--- src/rtl/multicore_pkg.sv ---
// Shared types for the multicore execute stage: system-op encoding, trap causes,
// system-unit FSM states and the architectural counter width.
package multicore_pkg;

  typedef enum logic [3:0] {
    SYSOP_RDCYCLE    = 4'd0,
    SYSOP_RDCYCLEH   = 4'd1,
    SYSOP_RDTIME     = 4'd2,
    SYSOP_RDTIMEH    = 4'd3,
    SYSOP_RDINSTRET  = 4'd4,
    SYSOP_RDINSTRETH = 4'd5,
    SYSOP_SCALL      = 4'd6,
    SYSOP_SBREAK     = 4'd7
  } t_sysop;

  typedef enum logic {
    CAUSE_ECALL = 1'b0,
    CAUSE_BREAK = 1'b1
  } t_trap_cause;

  typedef enum logic {
    SYS_IDLE = 1'b0,
    SYS_TRAP = 1'b1
  } t_sys_state;

  localparam int CNT_W = 64;

  // Select the upper or lower 32-bit half of a counter.
  function automatic logic [31:0] cnt_half(input logic [CNT_W-1:0] v, input logic hi);
    return hi ? v[CNT_W-1:CNT_W/2] : v[CNT_W/2-1:0];
  endfunction

endpackage

--- src/rtl/sys_counter.sv ---
// Free-running wrap-around counter with synchronous reset, load and count enable.
module sys_counter
  import multicore_pkg::*;
#(
  parameter int W = CNT_W
) (
  input  logic         i_clk,
  input  logic         i_reset,
  input  logic         i_en,
  input  logic         i_load,
  input  logic [W-1:0] i_load_val,
  output logic [W-1:0] o_cnt
);

  logic [W-1:0] r_cnt;

  always_ff @(posedge i_clk) begin
    if (i_reset) begin
      r_cnt <= '0;
    end else if (i_load) begin
      r_cnt <= i_load_val;
    end else if (i_en) begin
      r_cnt <= r_cnt + W'(1);
    end
  end

  assign o_cnt = r_cnt;

endmodule

--- src/rtl/system_unit.sv ---
// Execute-stage system unit: cycle/time/instret counters, RD* reads and an
// SCALL/SBREAK trap request with request/acknowledge handshake.
module system_unit
  import multicore_pkg::*;
#(
  parameter int TIME_DIV = 1
) (
  input  logic        i_clk,
  input  logic        i_reset,
  input  logic        i_valid,
  input  t_sysop      i_sysop,
  input  logic        i_stall,
  input  logic        i_retire,
  input  logic        i_trap_ack,
  output logic [31:0] o_result,
  output logic        o_result_valid,
  output logic        o_trap_req,
  output t_trap_cause o_trap_cause,
  output logic        o_busy
);

  localparam int PW = $clog2(TIME_DIV + 1);

  logic [PW-1:0]    r_presc;
  t_sys_state       r_state;
  t_trap_cause      r_cause;
  logic [31:0]      r_result;
  logic             r_result_valid;

  logic             w_time_tick;
  logic             w_accept;
  logic             w_is_trap_op;
  logic [31:0]      w_rd_val;
  logic             w_cyc_load;
  logic [CNT_W-1:0] w_cyc_load_val;
  logic [CNT_W-1:0] w_cycle;
  logic [CNT_W-1:0] w_time;
  logic [CNT_W-1:0] w_instret;

  // Cycle-counter preload is tied off in normal operation.
  assign w_cyc_load     = 1'b0;
  assign w_cyc_load_val = '0;

  assign w_time_tick  = (r_presc == PW'(TIME_DIV - 1));
  assign o_busy       = (r_state == SYS_TRAP);
  assign w_accept     = i_valid & ~i_stall & ~o_busy;
  assign w_is_trap_op = (i_sysop == SYSOP_SCALL) || (i_sysop == SYSOP_SBREAK);

  always_ff @(posedge i_clk) begin
    if (i_reset) begin
      r_presc <= '0;
    end else if (w_time_tick) begin
      r_presc <= '0;
    end else begin
      r_presc <= r_presc + PW'(1);
    end
  end

  sys_counter #(.W(CNT_W)) u_cycle (
    .i_clk      (i_clk),
    .i_reset    (i_reset),
    .i_en       (1'b1),
    .i_load     (w_cyc_load),
    .i_load_val (w_cyc_load_val),
    .o_cnt      (w_cycle)
  );

  sys_counter #(.W(CNT_W)) u_time (
    .i_clk      (i_clk),
    .i_reset    (i_reset),
    .i_en       (w_time_tick),
    .i_load     (1'b0),
    .i_load_val ('0),
    .o_cnt      (w_time)
  );

  sys_counter #(.W(CNT_W)) u_instret (
    .i_clk      (i_clk),
    .i_reset    (i_reset),
    .i_en       (i_retire),
    .i_load     (1'b0),
    .i_load_val ('0),
    .o_cnt      (w_instret)
  );

  // Unknown encodings read the low cycle half, like the decoder default.
  always_comb begin
    w_rd_val = cnt_half(w_cycle, 1'b0);
    case (i_sysop)
      SYSOP_RDCYCLEH:   w_rd_val = cnt_half(w_cycle, 1'b1);
      SYSOP_RDTIME:     w_rd_val = cnt_half(w_time, 1'b0);
      SYSOP_RDTIMEH:    w_rd_val = cnt_half(w_time, 1'b1);
      SYSOP_RDINSTRET:  w_rd_val = cnt_half(w_instret, 1'b0);
      SYSOP_RDINSTRETH: w_rd_val = cnt_half(w_instret, 1'b1);
      default:          w_rd_val = cnt_half(w_cycle, 1'b0);
    endcase
  end

  always_ff @(posedge i_clk) begin
    if (i_reset) begin
      r_result       <= '0;
      r_result_valid <= 1'b0;
    end else begin
      r_result_valid <= w_accept & ~w_is_trap_op;
      if (w_accept && !w_is_trap_op) begin
        r_result <= w_rd_val;
      end
    end
  end

  always_ff @(posedge i_clk) begin
    if (i_reset) begin
      r_state <= SYS_IDLE;
      r_cause <= CAUSE_ECALL;
    end else begin
      case (r_state)
        SYS_IDLE: begin
          if (w_accept && w_is_trap_op) begin
            r_state <= SYS_TRAP;
            r_cause <= (i_sysop == SYSOP_SBREAK) ? CAUSE_BREAK : CAUSE_ECALL;
          end
        end
        SYS_TRAP: begin
          if (i_trap_ack) begin
            r_state <= SYS_IDLE;
          end
        end
        default: r_state <= SYS_IDLE;
      endcase
    end
  end

  assign o_result       = r_result;
  assign o_result_valid = r_result_valid;
  assign o_trap_req     = (r_state == SYS_TRAP);
  assign o_trap_cause   = r_cause;

endmodule

--- config.mk ---
export PLATFORM = sky130hd
export DESIGN_NAME = system_unit
export DESIGN_NICKNAME = d
export VERILOG_FILES = /design/src/rtl/multicore_pkg.sv /design/src/rtl/sys_counter.sv /design/src/rtl/system_unit.sv
export SDC_FILE = /design/constraint.sdc
export NUM_CORES = 1
export LEC_CHECK = 0
export BUFFER_PORTS_ARGS = -buffer_cell sky130_fd_sc_hd__buf_2
export CAP_MARGIN = 40
export CORE_ASPECT_RATIO = 1.4
export CORE_MARGIN = 2
export CORE_UTILIZATION = 25
export CTS_CLUSTER_SIZE = 28
export DETAILED_ROUTE_END_ITERATION = 7
export PLACE_DENSITY = 0.49
export SETUP_SLACK_MARGIN = 0.1
export SLEW_MARGIN = 20
export SYNTH_ARGS = -nofsm -noshare
export SYNTH_HDL_FRONTEND = slang
export SYNTH_SLANG_ARGS = --single-unit
export TNS_END_PERCENT = 50
--- constraint.sdc ---
create_clock -name i_clk -period 2.83 [get_ports i_clk]
set_input_delay 0.566 -clock i_clk [delete_from_list [all_inputs] [get_ports i_clk]]
set_output_delay 0.566 -clock i_clk [all_outputs]
set_load 0.005 [all_outputs]
==> impl_metrics.yaml <==
sta:
  setup_violations: 0
  fin_tns_setup_ns: 0
  tightest_slew_ns: 0.738
  fmax_ghz: 0.396
  finClkSkew_ns: 0.0102
  period_needed_ns: 2.53
  holdWs_ns: 0.329
  hold_violations: 0
  maxSlewHeadroom_pct: 50.8
  post-route-period-util_pct: 89.3
  rsz0062_at_grt: "no"
  finalMaxSlewViolations: 0
power:
  vdd_ir_drop_max_v: 0.000395
  comb_power_share_pct: 3.0
  leakage_nw: 4.31
  p_clk_share_pct: 52.6
  seqPwrFrac_pct: 44.4
  swShare_pct: 22.4
  p_int_mw: 5.66
  p_per_area_nw_per_um2: 542
  switching_power_mw: 1.63
floorplanning:
  die_w_um: 184
  ios: 46
  floorplan.die.height_um: 256
  start_util_pct: 25.3
  die-area_um2: 47200
  core_um2: 45000
  fp-row-count: 92
synth:
  yosys.area_share.adder_pct: 0.330
  synth_most_common_cell: "dfxtp_1"
  synth-simple-area-share_pct: 28.1
  ys_seq_elements: 228
  synth_top_cell_by_area: "dfxtp_1"
  synth_top_area_share_pct: 40.2
  synth_compound_area_share_pct: 13.4
  synthMuxAreaShare_pct: 6.00
  synth_top_family_by_area: "simple AND/OR/NAND/NOR gates"
  synth-xor-area-share_pct: 8.25
  synthCells: 1352
  syn_nets: 1365
  syn_area_um2: 11400
  yosysWarnings: 0
  synthDistinctLibCells: 47
  async_reset_ff_share_pct: 0
  synth_common_cells: "228 x dfxtp_1, 134 x nor2_1, 86 x o21ai_0"
  yosysSeqAreaShare_pct: 40.2
  synth.area.top_cells: "dfxtp_1 40%, mux2i_1 5.9%, xor2_1 4.8%"
  synth.avg_cell_area_um2: 8.41
  ys.flop_type: "dfxtp_1"
  synth_edf_count: 0
clock_tree:
  clock_latency_ns: 0.55
  path_clk_slew_ns: 0.06
  cts_tree: "built"
  htreeDepth: 1
  cts_root_buf: "clkbuf_16"
  postCtsHoldBufs: 0
  clock_path_buffers: 3
  cts.sinks: 228
  cts.repair.resized: 0
  cts_buffers: 26
  cts_setup_buffers: 0
cells_and_area:
  drive_above_1_share_pct: 10.9
  antenna_cells: 0
  finalNetCount: 1402
  area_growth_pct: 18.2
  nFillCells: 4793
setup_path:
  worst-path-max-fanout: 17
  max_stage_delay_ns: 0.50
  crit_slowest_cell: "or4_1"
  cp-start-kind: "flop"
  cpMostUsedCell: "buf_4"
  crit_path_end_kind: "flop"
  worstPathArrival_ns: 3.00
  cp.required_ns: 3.30
  r2r_setup_slack_ns: 0.30
  crit_type: "flop to flop"
  cp_cell_sequence: "ha_1 > nand3_1 > nor4_1 > buf_4 > nand4_1 > buf_4 > or4_1 > a21oi_1"
detailed_routing:
  drtPass1Iterations: 5
  ant_nets: 0
  drc: 0
  viasPerCell: 5.10
  post_drt_wl_per_cell_um: 18.3
  vias: 10300
  drtIter0Drc: 734
  wl_mm: 37.0
min_path:
  hp-class: "primary input to flop"
placement:
  routabilityCongestion: 0.842
  hpwl_mm: 26.6
  io_buffers: 45
global_routing:
  first_global_vias: 10100
  antenna_found_initial: 0
  grt_usage_pct: 15.7
  grt_max_degree: 102
  grt-ovfl-total: 0
  grt_pass1_wl_mm: 58.2
flow_run:
  maxCapViolCount: 0
status:
  status: "complete, no violations"
==> per-layer routing <==
layer	share of wire, %	vias to the layer above	track usage (%)
met1	40	4948	17.9
met5	0	-	0
met2	51	223	27.9
li1	-	5063	-
met4	5.5	0	8.76
met3	3.5	66	1.87
==> flip-flops by register name, indices dropped and copies added, names as in the netlist <==
name / flops
r_presc: 1
o_trap_cause: 1
u_cycle.o_cnt: 64
u_time.o_cnt: 64
o_result_valid: 1
o_result: 32
u_instret.o_cnt: 64
o_busy: 1
==> final timing paths <==
path,cells after the start,from,end
max,8,u_cycle.o_cnt[0],u_cycle.o_cnt[58]
min,3,i_trap_ack,o_busy
max reg2reg,8,u_cycle.o_cnt[0],u_cycle.o_cnt[58]
min reg2reg,1,u_cycle.o_cnt[0],u_cycle.o_cnt[0]
==> cells in the final DEF (no fill, tap or decap), types with 6 or more instances in the layout <==
master / instances
dfxtp_1: 228
nor2_1: 134
o21ai_0: 86
a21oi_1: 82
nand4_1: 71
nand3_1: 71
mux2i_1: 67
xor2_1: 62
nand2_1: 62
or3_1: 58
xnor2_1: 45
buf_2: 44
buf_4: 38
a221oi_1: 33
o22ai_1: 31
nand3b_1: 31
inv_1: 30
clkbuf_16: 27
or4_1: 26
nor3_1: 25
o31ai_1: 23
and3_1: 22
nor4_1: 22
and4_1: 15
and2_1: 6
bufinv_16: 6
==> layout make-up <==
| type | count | area, um2 | area share [%] |
|---|---|---|---|
| clock inverter | 16 | 243 | 1.81 |
| tap | 611 | 764 | 5.69 |
| clock buffer | 32 | 724 | 5.39 |
| timing repair buffer | 88 | 617 | 4.59 |
| sequential | 228 | 4560 | 34.0 |
| inverter | 30 | 113 | 0.838 |
| multi-input combinational | 1015 | 6410 | 47.7 |
==> stage by stage <==
stage	std cells	utilization (%)	worst slack [ns]	power [mW]	area, um2
finish	2020	29.9	0.304	7.29	13400
global route	2020	29.9	0.114	7.52	13400
CTS	2020	29.9	0.319	7.39	13400
detailed placement	1972	27.7	0.237	3.53	12500
global placement	1972	27.7	0.228	3.53	12500
floorplan	1352	-	0.354	3.46	11400
==> kinds of logic after synthesis <==
kind of cell | count (synthesis)
AO/OA/AOI/OAI | 259
XOR/XNOR | 107
adder cells (fa/ha/maj) | 3
buffers and inverters | 109
flip-flops | 228
multiplexers | 68
other | 1
AND/OR/NAND/NOR | 577
==> worst max-delay path, delay by kind of cell, from the launching register on <==
family / cells / cell delay [ns]
AND/OR/NAND/NOR: 4 / 1.24
buffers and inverters: 2 / 0.43
flip-flops: 1 / 0.39
adder cells (fa/ha/maj): 1 / 0.24
AO/OA/AOI/OAI: 1 / 0.14
==> power groups by stage <==
stage	registers [mW]	clock network, mW	logic, mW
final	3.24	3.83	0.220
after global routing	3.24	4.04	0.242
after CTS	3.24	3.93	0.223
after detailed placement	3.31	0	0.223
after global placement	3.31	0	0.222
after floorplan	3.31	0	0.149
Power figures use the tool's default switching activity.
